$ cat src/rtl/td4_prog_loader.sv
// UART (8N1) program loader for the TD4 16x8 instruction RAM; holds the core in reset until an image is accepted.
// Optional checksum byte after the 16 data bytes is built when TD4_LOADER_CSUM_EN is defined.
module td4_prog_loader #(
    parameter int         CLKS_PER_BIT = 434,
    parameter logic [7:0] SYNC_BYTE    = 8'hA5
) (
    input  logic       clock,
    input  logic       reset,
    input  logic       rx,
    output logic       wr_en,
    output logic [3:0] wr_addr,
    output logic [7:0] wr_data,
    output logic       cpu_reset,
    output logic       busy,
    output logic       done,
    output logic       err
);

    localparam int CNT_W = (CLKS_PER_BIT > 1) ? $clog2(CLKS_PER_BIT) : 1;
    localparam logic [CNT_W-1:0] FULL_LAST = CNT_W'(CLKS_PER_BIT - 1);
    localparam logic [CNT_W-1:0] HALF_LAST = CNT_W'(CLKS_PER_BIT / 2 - 1);

    typedef enum logic [1:0] {
        B_IDLE  = 2'd0,
        B_START = 2'd1,
        B_DATA  = 2'd2,
        B_STOP  = 2'd3
    } bstate_t;

    typedef enum logic [1:0] {
        L_SYNC = 2'd0,
        L_DATA = 2'd1,
`ifdef TD4_LOADER_CSUM_EN
        L_CSUM = 2'd2,
`endif
        L_DONE = 2'd3
    } lstate_t;

    // rx synchroniser; rx_p2 is the previous synchronised sample for edge detection
    logic rx_p0, rx_p1, rx_p2;
    logic rx_s, rx_fall;

    always_ff @(posedge clock or negedge reset) begin
        if (!reset) begin
            rx_p0 <= 1'b1;
            rx_p1 <= 1'b1;
            rx_p2 <= 1'b1;
        end else begin
            rx_p0 <= rx;
            rx_p1 <= rx_p0;
            rx_p2 <= rx_p1;
        end
    end

    assign rx_s    = rx_p1;
    assign rx_fall = rx_p2 & ~rx_p1;

    // bit-level receiver
    bstate_t          bstate, bstate_nxt;
    logic [CNT_W-1:0] clk_cnt, clk_cnt_nxt;
    logic [2:0]       bit_idx, bit_idx_nxt;
    logic [7:0]       shift_q, shift_nxt;
    logic             byte_stb, byte_stb_nxt;
    logic             frame_err, frame_err_nxt;

    always_ff @(posedge clock or negedge reset) begin
        if (!reset) begin
            bstate    <= B_IDLE;
            clk_cnt   <= '0;
            bit_idx   <= '0;
            shift_q   <= '0;
            byte_stb  <= 1'b0;
            frame_err <= 1'b0;
        end else begin
            bstate    <= bstate_nxt;
            clk_cnt   <= clk_cnt_nxt;
            bit_idx   <= bit_idx_nxt;
            shift_q   <= shift_nxt;
            byte_stb  <= byte_stb_nxt;
            frame_err <= frame_err_nxt;
        end
    end

    always_comb begin
        bstate_nxt    = bstate;
        clk_cnt_nxt   = clk_cnt;
        bit_idx_nxt   = bit_idx;
        shift_nxt     = shift_q;
        byte_stb_nxt  = 1'b0;
        frame_err_nxt = 1'b0;
        case (bstate)
            B_IDLE: begin
                clk_cnt_nxt = '0;
                bit_idx_nxt = '0;
                if (rx_fall) bstate_nxt = B_START;
            end
            B_START: begin
                if (clk_cnt == HALF_LAST) begin
                    clk_cnt_nxt = '0;
                    // a start bit that is high again at mid-bit was only a glitch
                    bstate_nxt  = rx_s ? B_IDLE : B_DATA;
                end else begin
                    clk_cnt_nxt = clk_cnt + 1'b1;
                end
            end
            B_DATA: begin
                if (clk_cnt == FULL_LAST) begin
                    clk_cnt_nxt = '0;
                    shift_nxt   = {rx_s, shift_q[7:1]};
                    bit_idx_nxt = bit_idx + 3'd1;
                    if (bit_idx == 3'd7) bstate_nxt = B_STOP;
                end else begin
                    clk_cnt_nxt = clk_cnt + 1'b1;
                end
            end
            B_STOP: begin
                if (clk_cnt == FULL_LAST) begin
                    clk_cnt_nxt   = '0;
                    byte_stb_nxt  = rx_s;
                    frame_err_nxt = ~rx_s;
                    bstate_nxt    = B_IDLE;
                end else begin
                    clk_cnt_nxt = clk_cnt + 1'b1;
                end
            end
            default: bstate_nxt = B_IDLE;
        endcase
    end

    // frame-level loader; every output is registered, so it lags the byte strobe by one cycle
    lstate_t    lstate, lstate_nxt;
    logic [3:0] count, count_nxt;
    logic [7:0] sum, sum_nxt;
    logic       wr_en_nxt;
    logic [3:0] wr_addr_nxt;
    logic [7:0] wr_data_nxt;
    logic       busy_nxt, done_nxt, err_nxt, cpu_reset_nxt;

    always_ff @(posedge clock or negedge reset) begin
        if (!reset) begin
            lstate    <= L_SYNC;
            count     <= '0;
            sum       <= '0;
            wr_en     <= 1'b0;
            wr_addr   <= '0;
            wr_data   <= '0;
            busy      <= 1'b0;
            done      <= 1'b0;
            err       <= 1'b0;
            cpu_reset <= 1'b0;
        end else begin
            lstate    <= lstate_nxt;
            count     <= count_nxt;
            sum       <= sum_nxt;
            wr_en     <= wr_en_nxt;
            wr_addr   <= wr_addr_nxt;
            wr_data   <= wr_data_nxt;
            busy      <= busy_nxt;
            done      <= done_nxt;
            err       <= err_nxt;
            cpu_reset <= cpu_reset_nxt;
        end
    end

    always_comb begin
        lstate_nxt  = lstate;
        count_nxt   = count;
        sum_nxt     = sum;
        wr_en_nxt   = 1'b0;
        wr_addr_nxt = wr_addr;
        wr_data_nxt = wr_data;
        busy_nxt    = busy;
        done_nxt    = 1'b0;
        err_nxt     = err;
        case (lstate)
            L_SYNC, L_DONE: begin
                if (byte_stb && (shift_q == SYNC_BYTE)) begin
                    busy_nxt   = 1'b1;
                    err_nxt    = 1'b0;
                    count_nxt  = '0;
                    sum_nxt    = '0;
                    lstate_nxt = L_DATA;
                end
            end
            L_DATA: begin
                // framing error wins over the write for the same byte
                if (frame_err) begin
                    err_nxt    = 1'b1;
                    busy_nxt   = 1'b0;
                    lstate_nxt = L_SYNC;
                end else if (byte_stb) begin
                    wr_en_nxt   = 1'b1;
                    wr_addr_nxt = count;
                    wr_data_nxt = shift_q;
                    sum_nxt     = sum + shift_q;
                    count_nxt   = count + 4'd1;
                    if (count == 4'd15) begin
`ifdef TD4_LOADER_CSUM_EN
                        lstate_nxt = L_CSUM;
`else
                        lstate_nxt = L_DONE;
                        done_nxt   = 1'b1;
                        busy_nxt   = 1'b0;
`endif
                    end
                end
            end
`ifdef TD4_LOADER_CSUM_EN
            L_CSUM: begin
                if (frame_err) begin
                    err_nxt    = 1'b1;
                    busy_nxt   = 1'b0;
                    lstate_nxt = L_SYNC;
                end else if (byte_stb) begin
                    busy_nxt = 1'b0;
                    if (shift_q == sum) begin
                        lstate_nxt = L_DONE;
                        done_nxt   = 1'b1;
                    end else begin
                        err_nxt    = 1'b1;
                        lstate_nxt = L_SYNC;
                    end
                end
            end
`endif
            default: lstate_nxt = L_SYNC;
        endcase
        cpu_reset_nxt = (lstate_nxt == L_DONE);
    end

endmodule
$ cat config.mk
export PLATFORM = sky130hd
export DESIGN_NAME = td4_prog_loader
export DESIGN_NICKNAME = d
export VERILOG_FILES = /design/src/rtl/td4_prog_loader.sv
export SDC_FILE = /design/constraint.sdc
export NUM_CORES = 1
export LEC_CHECK = 0
export CAP_MARGIN = 20
export CORE_MARGIN = 3
export CORE_UTILIZATION = 60
export DETAILED_ROUTE_END_ITERATION = 10
export PLACE_DENSITY = 0.92
export SYNTH_ARGS = -nofsm -noshare
export SYNTH_HDL_FRONTEND = slang
export SYNTH_SLANG_ARGS = --single-unit
$ cat constraint.sdc
create_clock -name clock -period 4.9 [get_ports clock]
set_clock_uncertainty 0.05 [all_clocks]
set_input_delay 0.735 -clock clock [delete_from_list [all_inputs] [get_ports clock]]
set_output_delay 0.735 -clock clock [all_outputs]
set_load 0.01 [all_outputs]
Word level (Yosys, flattened, before mapping):

Index checks and enable logic that the tools add are counted.

* $add $sub $neg: 3
* $mul: 0
* div/mod/pow operators: 0
* magnitude comparators: 0
* equal/unequal tests: 22
* shift-type cells: 0
* multiplexer cells: 40
* bitwise logic cells: 3
* reduce and logical (&&, ||, !) cells: 14

Operators with widths (number)
* $pmux W9 S3: 1
* $mux W2: 10
* $mux W9: 2
* $ne A2 B2 Y1 const B: 9
* $mux W1: 17
* $mux W4: 3
* $add A9 B1 Y9 const B: 1
* $eq A9 B8 Y1 const B: 1
* $eq A9 B9 Y1 const B: 1
* $eq A2 B2 Y1 const B: 4
* $eq A8 B8 Y1 const B: 1
* $pmux W2 S4: 1
* $pmux W4 S2: 1
* $reduce_and A4 Y1: 2
* $ne A3 B3 Y1 const B: 2
* $pmux W3 S2: 1
* $reduce_and A3 Y1: 2
* $reduce_and A5 Y1: 1
* $add A4 B1 Y4 const B: 1
* $eq A2 B1 Y1 const B: 2
* $eq A4 B4 Y1 const B: 1
* $logic_not A2 Y1: 2
* $pmux W1 S2: 2
* $pmux W2 S2: 1
* other kinds (9): 13

* register bits: 50
* latch bits: 0
* bits in writable memories: 0
* ROM bits: 0
* input bits: 3
* logic and storage cells: 100
* memories kept: 0

Depth between registers and ports, before layout:

* depth after elaboration: 6
* gate-level depth with buffers: 8

Worst setup path after synthesis:

No wires, ideal clock.

* path kind: register to register
* start point: register clk_cnt[1]
* end point: register shift_q[0]
* arrival: 1605 ps
* slack: 3120 ps
* cell stages (with the launch flop): 8
* buffers on the path: 1
* period minus slack after synthesis: 1780 ps
* cells stage by stage: dfrtp_1 > inv_1 > ha_1 > nand2b_1 > nor4_4 > and3b_1 > buf_6 > mux2_2

* cells in the longest elaborated chain, start to end: 2

RTL lines
* start: declaration: RTL line 60 `logic [CNT_W-1:0] clk_cnt, clk_cnt_nxt;`
* start signal: assignment: RTL line 76 `clk_cnt <= clk_cnt_nxt;`
* $eq A9 B9 Y1: RTL line 107 `if (clk_cnt == FULL_LAST) begin`
* $reduce_and A2 Y1 (no source line)
* end signal: assignment: RTL line 78 `shift_q <= shift_nxt;`
* end: declaration: RTL line 62 `logic [7:0] shift_q, shift_nxt;`

Every way passes these cells.
A chain may end at the register's enable or synchronous reset.

Worst setup path in the final report:

* start point: register lstate[0]
* end point: register count[2]

* cells in the longest elaborated chain, start to end: 4
* elaborated cells between the ends (all ways): 10
* those cells by class: eq/ne (5); mux (1); reduce/logical (4)

RTL lines
* start: declaration: RTL line 131 `lstate_t lstate, lstate_nxt;`
* start signal: assignment: RTL line 152 `lstate <= lstate_nxt;`
* $eq A2 B2 Y1 or $logic_not A2 Y1 (tied branches): RTL line 175 `case (lstate)`
* $reduce_or A2 Y1: RTL line 175
* $ne A2 B2 Y1 (no source line) or $reduce_bool A2 Y1 (tied branches)
* $reduce_and A4 Y1 (no source line)
* end signal: assignment: RTL line 153 `count <= count_nxt;`
* end: declaration: RTL line 132 `logic [3:0] count, count_nxt;`

Several ways; a longest one is shown, not always the timed one.

==> impl_metrics.toml <==
[finish]
final_cell_mix = "47 x dfrtp_1, 46 x nand2_1, 18 x clkdlybuf4s50_1"
drive_gt1_share_pct = 12.5
final_util_pct = 75.3
layout_commonest_cell = "dfrtp_1"
areaGrowthSynthToFinish_pct = 14.3
diodes = 0
instances_no_fill = 286
nets = 250

[floorplanning]
io_pins = 20
die_area_mm2 = 0.00465
fp.dieW_um = 68.2
die_h_um = 68.2
initial_core_util_pct = 65.9
core_mm2 = 0.00352
num_rows = 21

[worst_setup_path]
r2r_cells = 5
critPathRequiredTime_ns = 5.07
cp_cell_sequence = "ha_1 -> nand3b_1 -> inv_2 -> and3_1 -> a221oi_1"
start_kind = "flip-flop"
ff2ff_setup_slack_ns = 2.79
path_max_fanout = 17
end_kind = "flip-flop"
cp_slowest_cell = "nand3b_1"
worst_path_largest_cell_delay_ns = 0.46
r2r-end = "count[2]$_DFFE_PN0P_"
timing.rr.start = "lstate[0]$_DFF_PN0_"
cp_data_arrival_time_ns = 2.28
critical_path.top_delay_family = "simple AND/OR/NAND/NOR gates"
path_class = "flip-flop to flip-flop"
crit_buf_inv = 1

[power]
irDropWorstVdd_uv = 269
power.leakage_nw = 1.30
p_per_area_mw_per_mm2 = 316

[clocking]
cts.hold.buffers_added = 0
cts_made_buffers = 5
cts_buffer_depth = 2
tritoncts = "built"
path_clk_slew_ns = 0.09
cts_resized = 0
cts_sinks = 50
htree_levels = 2
clk_latency_ns = 0.31
cts_setup_buffers = 0
root_buffer = "clkbuf_8"

[synth]
synth.avg_cell_area_um2 = 10.5
syn_inst = 221
syn_nets = 232
synth_ff_type = "dfrtp_1"
synth_seq_area_share_pct = 54.1
synth-seq-cells = 50
synth_edf_count = 0
ys_warn_count = 0
synth-async-reset-ratio_pct = 100
ys_types = 42
syn-cell-area_mm2 = 0.00232

[route]
drtAntennaViolNets = 0
vias = 1601
viasPerCell = 5.60
dr.pass1.iters = 4
dr.first_iter.drc_count = 141
routed_wl_um = 3970
routedWlPerCell_um = 13.9
drc_errors = 0

[placement]
io_buffers = 19
preCtsSetupSlack_ns = 2.83
place_congestion = 0.840
hpwl_um = 2730
post-place-cells = 277

[global_routing]
grt_use_total_pct = 20.3
grt_pass1_wl_um = 6960
gr-total-overflow = 0
grt_pass1_vias = 1541
antenna_found_initial = 0
grt_max_degree = 51

[timing]
setup_ws_ns = 2.79
hold_violations = 0
fmax_ghz = 0.473
setup_viol = 0
fin_setup_tns_ns = 0
period_share_pct = 43.1
min_period_ns = 2.11
rsz0062_at_grt = "false"
relSlewSlack_pct = 62.8
maxSlewViolCount = 0
fin_hold_ws_ns = 0.188
tightest_slew_ns = 0.556

[status]
status = "complete, no violations"

[min_path]
hold_class = "primary input to asynchronous set/reset pin"

[job]
cap_viol_max_count = 0
-- state kept, by name, summed over array words and instances (netlist names), named ones only --
signal,cells
wr_data,8
wr_en,1
wr_addr,4
byte_stb,1
busy,1
lstate,2
err,1
count,4
rx_p1,1
done,1
clk_cnt,9
bit_idx,3
bstate,1
shift_q,8
rx_p0,1
frame_err,1
cpu_reset,1
rx_p2,1
-- per-layer routing --
| layer | up-vias | track usage, % | routed length (µm) | share of wire (%) |
|---|---|---|---|---|
| met1 | 767 | 26.0 | 1750 | 44 |
| met3 | 7 | 3.45 | 158 | 4.0 |
| li1 | 793 | - | - | - |
| met2 | 34 | 33.5 | 2000 | 50 |
| met4 | 0 | 9.68 | 56 | 1.4 |
| met5 | - | 0 | 0 | 0 |
-- how the worst max path moves through the flow --
stage                         start                     end  slack (ns)  cells past startpoint
6_report        lstate[0]$_DFF_PN0_    count[2]$_DFFE_PN0P_        2.79                      5
5_1_grt         lstate[1]$_DFF_PN0_    count[0]$_DFFE_PN0P_        2.53                      6
4_1_cts         lstate[0]$_DFF_PN0_    count[2]$_DFFE_PN0P_        2.80                      5
3_5_place_dp    lstate[0]$_DFF_PN0_    count[2]$_DFFE_PN0P_        2.83                      5
3_3_place_gp    lstate[0]$_DFF_PN0_    count[2]$_DFFE_PN0P_        2.87                      5
2_1_floorplan  clk_cnt[1]$_DFF_PN0_  shift_q[0]$_DFFE_PN0P_        3.12                      7
-- cells by family after synthesis --
group | after synthesis | share of synthesized area, %
and+or+nand+nor | 96 | 20.8
DFF | 50 | 54.1
AOI/OAI and AO/OA | 27 | 7.88
buffers and inverters | 18 | 3.40
muxes | 14 | 6.53
xor gates and xnor gates | 8 | 3.02
adders and majority gates | 8 | 4.32
-- power breakdown --
part	internal, W	switching [W]	total (W)	leakage, nW
registers	0.000435	0.0000369	0.000472	0.678
logic	0.0000354	0.0000437	0.0000791	0.571
clock network	0.000152	0.000136	0.000288	0.0504
-- metrics by stage --
step           cell area (µm²)  total power (W)
2_1_floorplan             2320         0.000530
3_3_place_gp              2520         0.000550
3_5_place_dp              2520         0.000559
4_1_cts                   2630         0.000844
5_1_grt                   2650         0.000874
6_report                  2650         0.000839
-- cells in the mapped netlist (5+ instances only) --
library cell	n	area share [%]
nand3_1	9	1.9
mux2i_1	5	2.2
a21oi_1	5	1.1
nor2_1	15	2.4
clkbuf_1	5	0.81
mux2_2	9	4.4
dfrtp_1	47	51
xnor2_1	5	1.9
o21ai_0	5	1.1
inv_1	8	1.3
ha_1	8	4.3
nand2_1	46	7.4
-- layout make-up --
| cell class | count | area (µm²) |
|---|---|---|
| clock inverters | 3 | 45.0 |
| repair buffers | 20 | 205 |
| clock buffers | 5 | 68.8 |
| flip-flops and latches | 50 | 1250 |
| multi-input cells | 153 | 986 |
| well taps | 46 | 57.6 |
| inverters | 9 | 33.8 |
| fillers | 244 | 870 |
Power figures use the tool's default switching activity.
